## src/rtl/wb_regfile_if.sv

```systemverilog
// Bus bundle between the EX/WB stage, the ID operand fetch and the architectural register file.
// The master drives WB commit, read and debug requests. The slave is the register file.
interface wb_regfile_if #(
    parameter int DATA_W = 8,
    parameter int ADDR_W = 3,
    parameter int CNT_W  = 16
);
    localparam int NREGS = 2**ADDR_W;

    logic              wb_valid;
    logic [7:0]        wb_pc;
    logic              wb_reg_write;
    logic [ADDR_W-1:0] wb_write_reg;
    logic [DATA_W-1:0] wb_result;
    logic [ADDR_W-1:0] rs1_addr;
    logic [ADDR_W-1:0] rs2_addr;
    logic [DATA_W-1:0] rs1_data;
    logic [DATA_W-1:0] rs2_data;
    logic [ADDR_W-1:0] dbg_addr;
    logic [DATA_W-1:0] dbg_data;
    logic              sb_clear;
    logic [NREGS-1:0]  written_map;
    logic [CNT_W-1:0]  retire_count;
    logic [7:0]        last_pc;
    logic              commit_pulse;

    modport master (
        output wb_valid, wb_pc, wb_reg_write, wb_write_reg, wb_result,
               rs1_addr, rs2_addr, dbg_addr, sb_clear,
        input  rs1_data, rs2_data, dbg_data, written_map, retire_count, last_pc, commit_pulse
    );

    modport slave (
        input  wb_valid, wb_pc, wb_reg_write, wb_write_reg, wb_result,
               rs1_addr, rs2_addr, dbg_addr, sb_clear,
        output rs1_data, rs2_data, dbg_data, written_map, retire_count, last_pc, commit_pulse
    );
endinterface

```

## src/rtl/wb_regfile.sv

```systemverilog
// This is the architectural register file of the 4-stage 8-bit pipeline. It has two bypassed read ports,
// a registered debug read, and retire bookkeeping (retire count, last PC, written-register map).
module wb_regfile #(
    parameter int DATA_W  = 8,
    parameter int ADDR_W  = 3,
    parameter int CNT_W   = 16,
    parameter bit ZERO_R0 = 1'b1
) (
    input  logic         clk,
    input  logic         reset,
    wb_regfile_if.slave  bus
);
    localparam int NREGS = 2**ADDR_W;

    logic [NREGS-1:0][DATA_W-1:0] r_regs;
    logic [DATA_W-1:0]            r_dbg;
    logic [NREGS-1:0]             r_map;
    logic [CNT_W-1:0]             r_cnt;
    logic [7:0]                   r_pc;
    logic                         r_pulse;

    logic w_wr_r0;
    logic w_commit;

    assign w_wr_r0  = ZERO_R0 && (bus.wb_write_reg == '0);
    assign w_commit = bus.wb_valid && bus.wb_reg_write && !w_wr_r0;

    // A suppressed commit to a hard-wired R0 must not forward either. So the bypass uses w_commit.
    function automatic logic [DATA_W-1:0] rd(input logic [ADDR_W-1:0] a);
        if (ZERO_R0 && a == '0)
            return '0;
        else if (w_commit && bus.wb_write_reg == a)
            return bus.wb_result;
        else
            return r_regs[a];
    endfunction

    always_comb begin
        bus.rs1_data = rd(bus.rs1_addr);
        bus.rs2_data = rd(bus.rs2_addr);
    end

    always_ff @(posedge clk or negedge reset) begin
        if (!reset) begin
            r_regs  <= '0;
            r_dbg   <= '0;
            r_map   <= '0;
            r_cnt   <= '0;
            r_pc    <= '0;
            r_pulse <= 1'b0;
        end else begin
            if (w_commit)
                r_regs[bus.wb_write_reg] <= bus.wb_result;
            r_dbg <= r_regs[bus.dbg_addr];
            // When a commit happens in the same cycle as a clear, the commit's bit survives the clear.
            if (bus.sb_clear)
                r_map <= w_commit ? (NREGS'(1) << bus.wb_write_reg) : '0;
            else if (w_commit)
                r_map[bus.wb_write_reg] <= 1'b1;
            if (bus.wb_valid) begin
                if (r_cnt != '1)
                    r_cnt <= r_cnt + 1'b1;
                r_pc <= bus.wb_pc;
            end
            r_pulse <= w_commit;
        end
    end

    assign bus.dbg_data     = r_dbg;
    assign bus.written_map  = r_map;
    assign bus.retire_count = r_cnt;
    assign bus.last_pc      = r_pc;
    assign bus.commit_pulse = r_pulse;
endmodule

```

## src/flat_wrapper.sv

```systemverilog
// flat-port wrapper written by rule: the top's interface ports become plain ports
module wb_regfile_flat 
#(
    parameter int DATA_W  = 8,
    parameter int ADDR_W  = 3,
    parameter int CNT_W   = 16,
    parameter bit ZERO_R0 = 1'b1
)
  (clk, reset, bus_wb_valid, bus_wb_pc, bus_wb_reg_write, bus_wb_write_reg, bus_wb_result, bus_rs1_addr, bus_rs2_addr, bus_dbg_addr, bus_sb_clear, bus_rs1_data, bus_rs2_data, bus_dbg_data, bus_written_map, bus_retire_count, bus_last_pc, bus_commit_pulse);
  wb_regfile_if #(.DATA_W(DATA_W), .ADDR_W(ADDR_W), .CNT_W(CNT_W)) bus_i ();
  input  logic clk;
  input  logic reset;
  input wire logic [$bits(bus_i.wb_valid)-1:0] bus_wb_valid;
  input wire logic [$bits(bus_i.wb_pc)-1:0] bus_wb_pc;
  input wire logic [$bits(bus_i.wb_reg_write)-1:0] bus_wb_reg_write;
  input wire logic [$bits(bus_i.wb_write_reg)-1:0] bus_wb_write_reg;
  input wire logic [$bits(bus_i.wb_result)-1:0] bus_wb_result;
  input wire logic [$bits(bus_i.rs1_addr)-1:0] bus_rs1_addr;
  input wire logic [$bits(bus_i.rs2_addr)-1:0] bus_rs2_addr;
  input wire logic [$bits(bus_i.dbg_addr)-1:0] bus_dbg_addr;
  input wire logic [$bits(bus_i.sb_clear)-1:0] bus_sb_clear;
  output wire logic [$bits(bus_i.rs1_data)-1:0] bus_rs1_data;
  output wire logic [$bits(bus_i.rs2_data)-1:0] bus_rs2_data;
  output wire logic [$bits(bus_i.dbg_data)-1:0] bus_dbg_data;
  output wire logic [$bits(bus_i.written_map)-1:0] bus_written_map;
  output wire logic [$bits(bus_i.retire_count)-1:0] bus_retire_count;
  output wire logic [$bits(bus_i.last_pc)-1:0] bus_last_pc;
  output wire logic [$bits(bus_i.commit_pulse)-1:0] bus_commit_pulse;
  assign bus_i.wb_valid = bus_wb_valid;
  assign bus_i.wb_pc = bus_wb_pc;
  assign bus_i.wb_reg_write = bus_wb_reg_write;
  assign bus_i.wb_write_reg = bus_wb_write_reg;
  assign bus_i.wb_result = bus_wb_result;
  assign bus_i.rs1_addr = bus_rs1_addr;
  assign bus_i.rs2_addr = bus_rs2_addr;
  assign bus_i.dbg_addr = bus_dbg_addr;
  assign bus_i.sb_clear = bus_sb_clear;
  assign bus_rs1_data = bus_i.rs1_data;
  assign bus_rs2_data = bus_i.rs2_data;
  assign bus_dbg_data = bus_i.dbg_data;
  assign bus_written_map = bus_i.written_map;
  assign bus_retire_count = bus_i.retire_count;
  assign bus_last_pc = bus_i.last_pc;
  assign bus_commit_pulse = bus_i.commit_pulse;
  wb_regfile #(.DATA_W(DATA_W), .ADDR_W(ADDR_W), .CNT_W(CNT_W), .ZERO_R0(ZERO_R0)) u_core (.clk(clk), .reset(reset), .bus(bus_i));
endmodule
```

## config.mk

```make
export PLATFORM = sky130hd
export DESIGN_NAME = wb_regfile_flat
export DESIGN_NICKNAME = d
export VERILOG_FILES = /design/src/rtl/wb_regfile_if.sv /design/src/rtl/wb_regfile.sv /design/src/flat_wrapper.sv
export SDC_FILE = /design/constraint.sdc
export NUM_CORES = 1
export LEC_CHECK = 0
export CAP_MARGIN = 40
export CORE_UTILIZATION = 49
export DETAILED_ROUTE_END_ITERATION = 6
export PLACE_DENSITY_LB_ADDON = 0.25
export REMOVE_ABC_BUFFERS = 1
export SLEW_MARGIN = 0
export SYNTH_ARGS = -nofsm -noshare
export SYNTH_HDL_FRONTEND = slang
export SYNTH_SLANG_ARGS = --single-unit
```

## constraint.sdc

```tcl
create_clock -name clk -period 1.83 [get_ports clk]
set_clock_uncertainty 0.15 [all_clocks]
set_input_delay 0.183 -clock clk [delete_from_list [all_inputs] [get_ports clk]]
set_output_delay 0.183 -clock clk [all_outputs]
set_load 0.01 [all_outputs]
```

==> results.toml <==
[run_status]
status = "complete, but fails checks"
violations = "setup timing"

[clock_network]
clock-root-buffer = "clkbuf_16"
clk_pin_slew_ns = 0.07
cts_made_buffers = 9
numClockSinks = 105
cts_buffer_depth = 2
clk_latency_ns = 0.36
cts_max_level = 3
cts_tree = "yes"

[grt]
grt_pass1_wl_um = 24520
antenna_found_initial = 0
grt_pass1_vias = 4617
grt_max_degree = 33
grt_use_total = 0.2807
grt_overflow = 0

[sta]
period_needed_ns = 2.289
rsz0062_at_grt = "yes"
hold_ws_ns = 0.1541
fin_crit_sh = 1.251
postLayoutSetupSlackWorst_ns = -0.4590
worstMarginPinSlew_ns = 0.4274
hold_violations = 0
max-slew-margin-rel = 0.7151
maxSlewViolCount = 0
setup_viol = 16
fmax_mhz = 436.9

[placed_design]
dp_cells = 699
gp_congestion = 0.8619
dpl.hpwl_um = 10200
io_buffers = 89

[floorplan]
chipHeight_um = 110.2
rows = 39
start_util = 0.5021
pin_count = 90
placeableCoreArea_sq_um = 11420
die-area_sq_um = 12140
die_w_um = 110.2

[critical_path]
worstPathRequired_ns = 1.50
worst_setup_path_end_kind = "primary output"
cp_max_fo = 3
critPathLaunchType = "flop"
arrival_ns = 1.96
path_class = "reg -> out"
r2r_slack_ns = 0.07
r2r_end = "u_core.bus.retire_count[1]"
worst-r2r-cell-count = 4
worstSetupStartpoint = "u_core.r_regs[51]"
timing.rr.start = "u_core.bus.retire_count[9]"

[pwr]
sw_frac_of_total = 0.2851
powerDensity_nw_per_um2 = 970.2
combPwrFrac = 0.358
pwr-share-seq = 0.380
p_sw_mw = 2.319
p_int_mw = 5.814
p_leak_nw = 3.802
vdd_ir_drop_max_mv = 0.6962
p_clk_frac = 0.262

[finish]
layout_commonest_cell = "buf_4"
layout_common_cells = "buf_4, dfrtp_1, mux2_2"
final_net_count = 648
fin_cells = 762
drive_gt1_frac = 0.5444
diodes = 0
synthToLayoutAreaGrowth_pct = 46.22

[synth]
synth-async-reset-ratio = 1.000
synth_flop_cell = "dfrtp_1"
synthTopCellsByArea = "dfrtp_1, mux4_2, mux2_2, mux2i_1, xor2_1"
yosys_register_bits = 105
yosysSeqAreaShare = 0.4583
post-synth-top-area-cell = "dfrtp_1"
postSynthCellCount = 392
synth_area_per_cell_sq_um = 14.62
synth.distinct_cells = 36
syn_area_sq_um = 5733
synth_top_area_frac = 0.4583
synth_edf_count = 0
synth_warnings = 0

[routing]
ant_nets = 0
dr.pass1.iters = 5
vias = 4479
drc = 0
routed_wirelength_um = 15930
drtIter0Drc = 210
via_per_inst = 5.878
wire_per_inst_um = 20.91

[min_path]
min_path_type = "in -> async"

[run]
cap_violations = 0
repair_timing:
action	4_1_cts	5_1_grt
hold endpoints to repair	92	0
resized for setup	99	12
endpoints found under the setup margin	75	57
hold buffers	1	0
pin swaps	9	4
gates cloned	2	0
buffers inserted	32	12
critical path, stage by stage (launching register included):
cell and delay, ns:
dfrtp_1 0.41, buf_4 0.15, mux4_2 0.45, mux2_4 0.27
mux2i_1 0.14, nor2_1 0.05, buf_2 0.13
cell usage after synthesis (4+ instances only):
cell type and number:
dfrtp_1 105, buf_2 5, nand2_1 4, nor3_1 4
clkbuf_1 13, inv_1 5, mux2i_1 16, nor2_1 28
mux2_2 89, xnor2_1 4, nand3_1 6, xor2_1 15
nand4_1 8, buf_4 5, mux4_2 48, a21o_1 6
area by class of cell:
class	count	area, sq um
timing repair buffer	240	2213
inverter	5	18.77
tap	143	178.9
clock inverter	7	102.6
fill	719	3035
sequential	105	2629
clock buffer	9	225.2
multi-input combinational	253	3015
logic make-up after synthesis:
kind of cell,Yosys count,synth area share
muxes,153,0.3913
DFF,105,0.4583
adders and majority gates,1,0.002182
xor gates and xnor gates,19,0.02903
buffers and inverters,34,0.03055
and+or+nand+nor,68,0.06701
AOI/OAI and AO/OA,12,0.02161
routing by layer:
metal	vias up	global-route usage	wire length, um
li1	1935	-	-
met1	2313	0.3465	6367
met4	0	0.1231	460
met5	-	0	0
met2	192	0.4665	8001
met3	39	0.07349	1103
state kept, by name, summed over array words and instances (netlist names):
register	flops
u_core.bus.commit_pulse	1
u_core.bus.dbg_data	8
u_core.bus.last_pc	8
u_core.bus.retire_count	16
u_core.bus.written_map	8
u_core.r_regs	64
worst max path at each step:
| stage | endpoint | cells after the start |
|---|---|---|
| CTS | bus_rs1_data[3] | 6 |
| detailed placement | bus_rs2_data[1] | 7 |
| global placement | bus_rs1_data[5] | 7 |
| finish | bus_rs1_data[3] | 6 |
| floorplan | u_core.bus.retire_count[1] | 4 |
| global route | bus_rs1_data[3] | 6 |
power groups by stage:
| stage | sequential, mW | clock (mW) | combinational, mW |
|---|---|---|---|
| floorplan | 3.17 | 0 | 1.14 |
| global placement | 3.09 | 0 | 2.58 |
| detailed placement | 3.12 | 0 | 2.65 |
| CTS | 3.07 | 2.16 | 2.82 |
| global route | 3.14 | 2.25 | 3.12 |
| finish | 3.09 | 2.13 | 2.91 |
metrics by stage:
step                setup slack, ns  cell area (sq um)  TNS, ns  utilization  power [mW]
floorplan                   -0.2340               5577  -0.8404            -       4.316
global placement            -0.8740               7587   -37.35       0.6645       5.667
detailed placement          -0.9001               7587   -39.82       0.6645       5.773
CTS                         -0.4275               8244   -5.624       0.7220       8.054
global route                -0.5217               8383   -6.545       0.7342       8.513
finish                      -0.4590               8383   -5.626       0.7342       8.133
(Power assumes the default switching activity.)
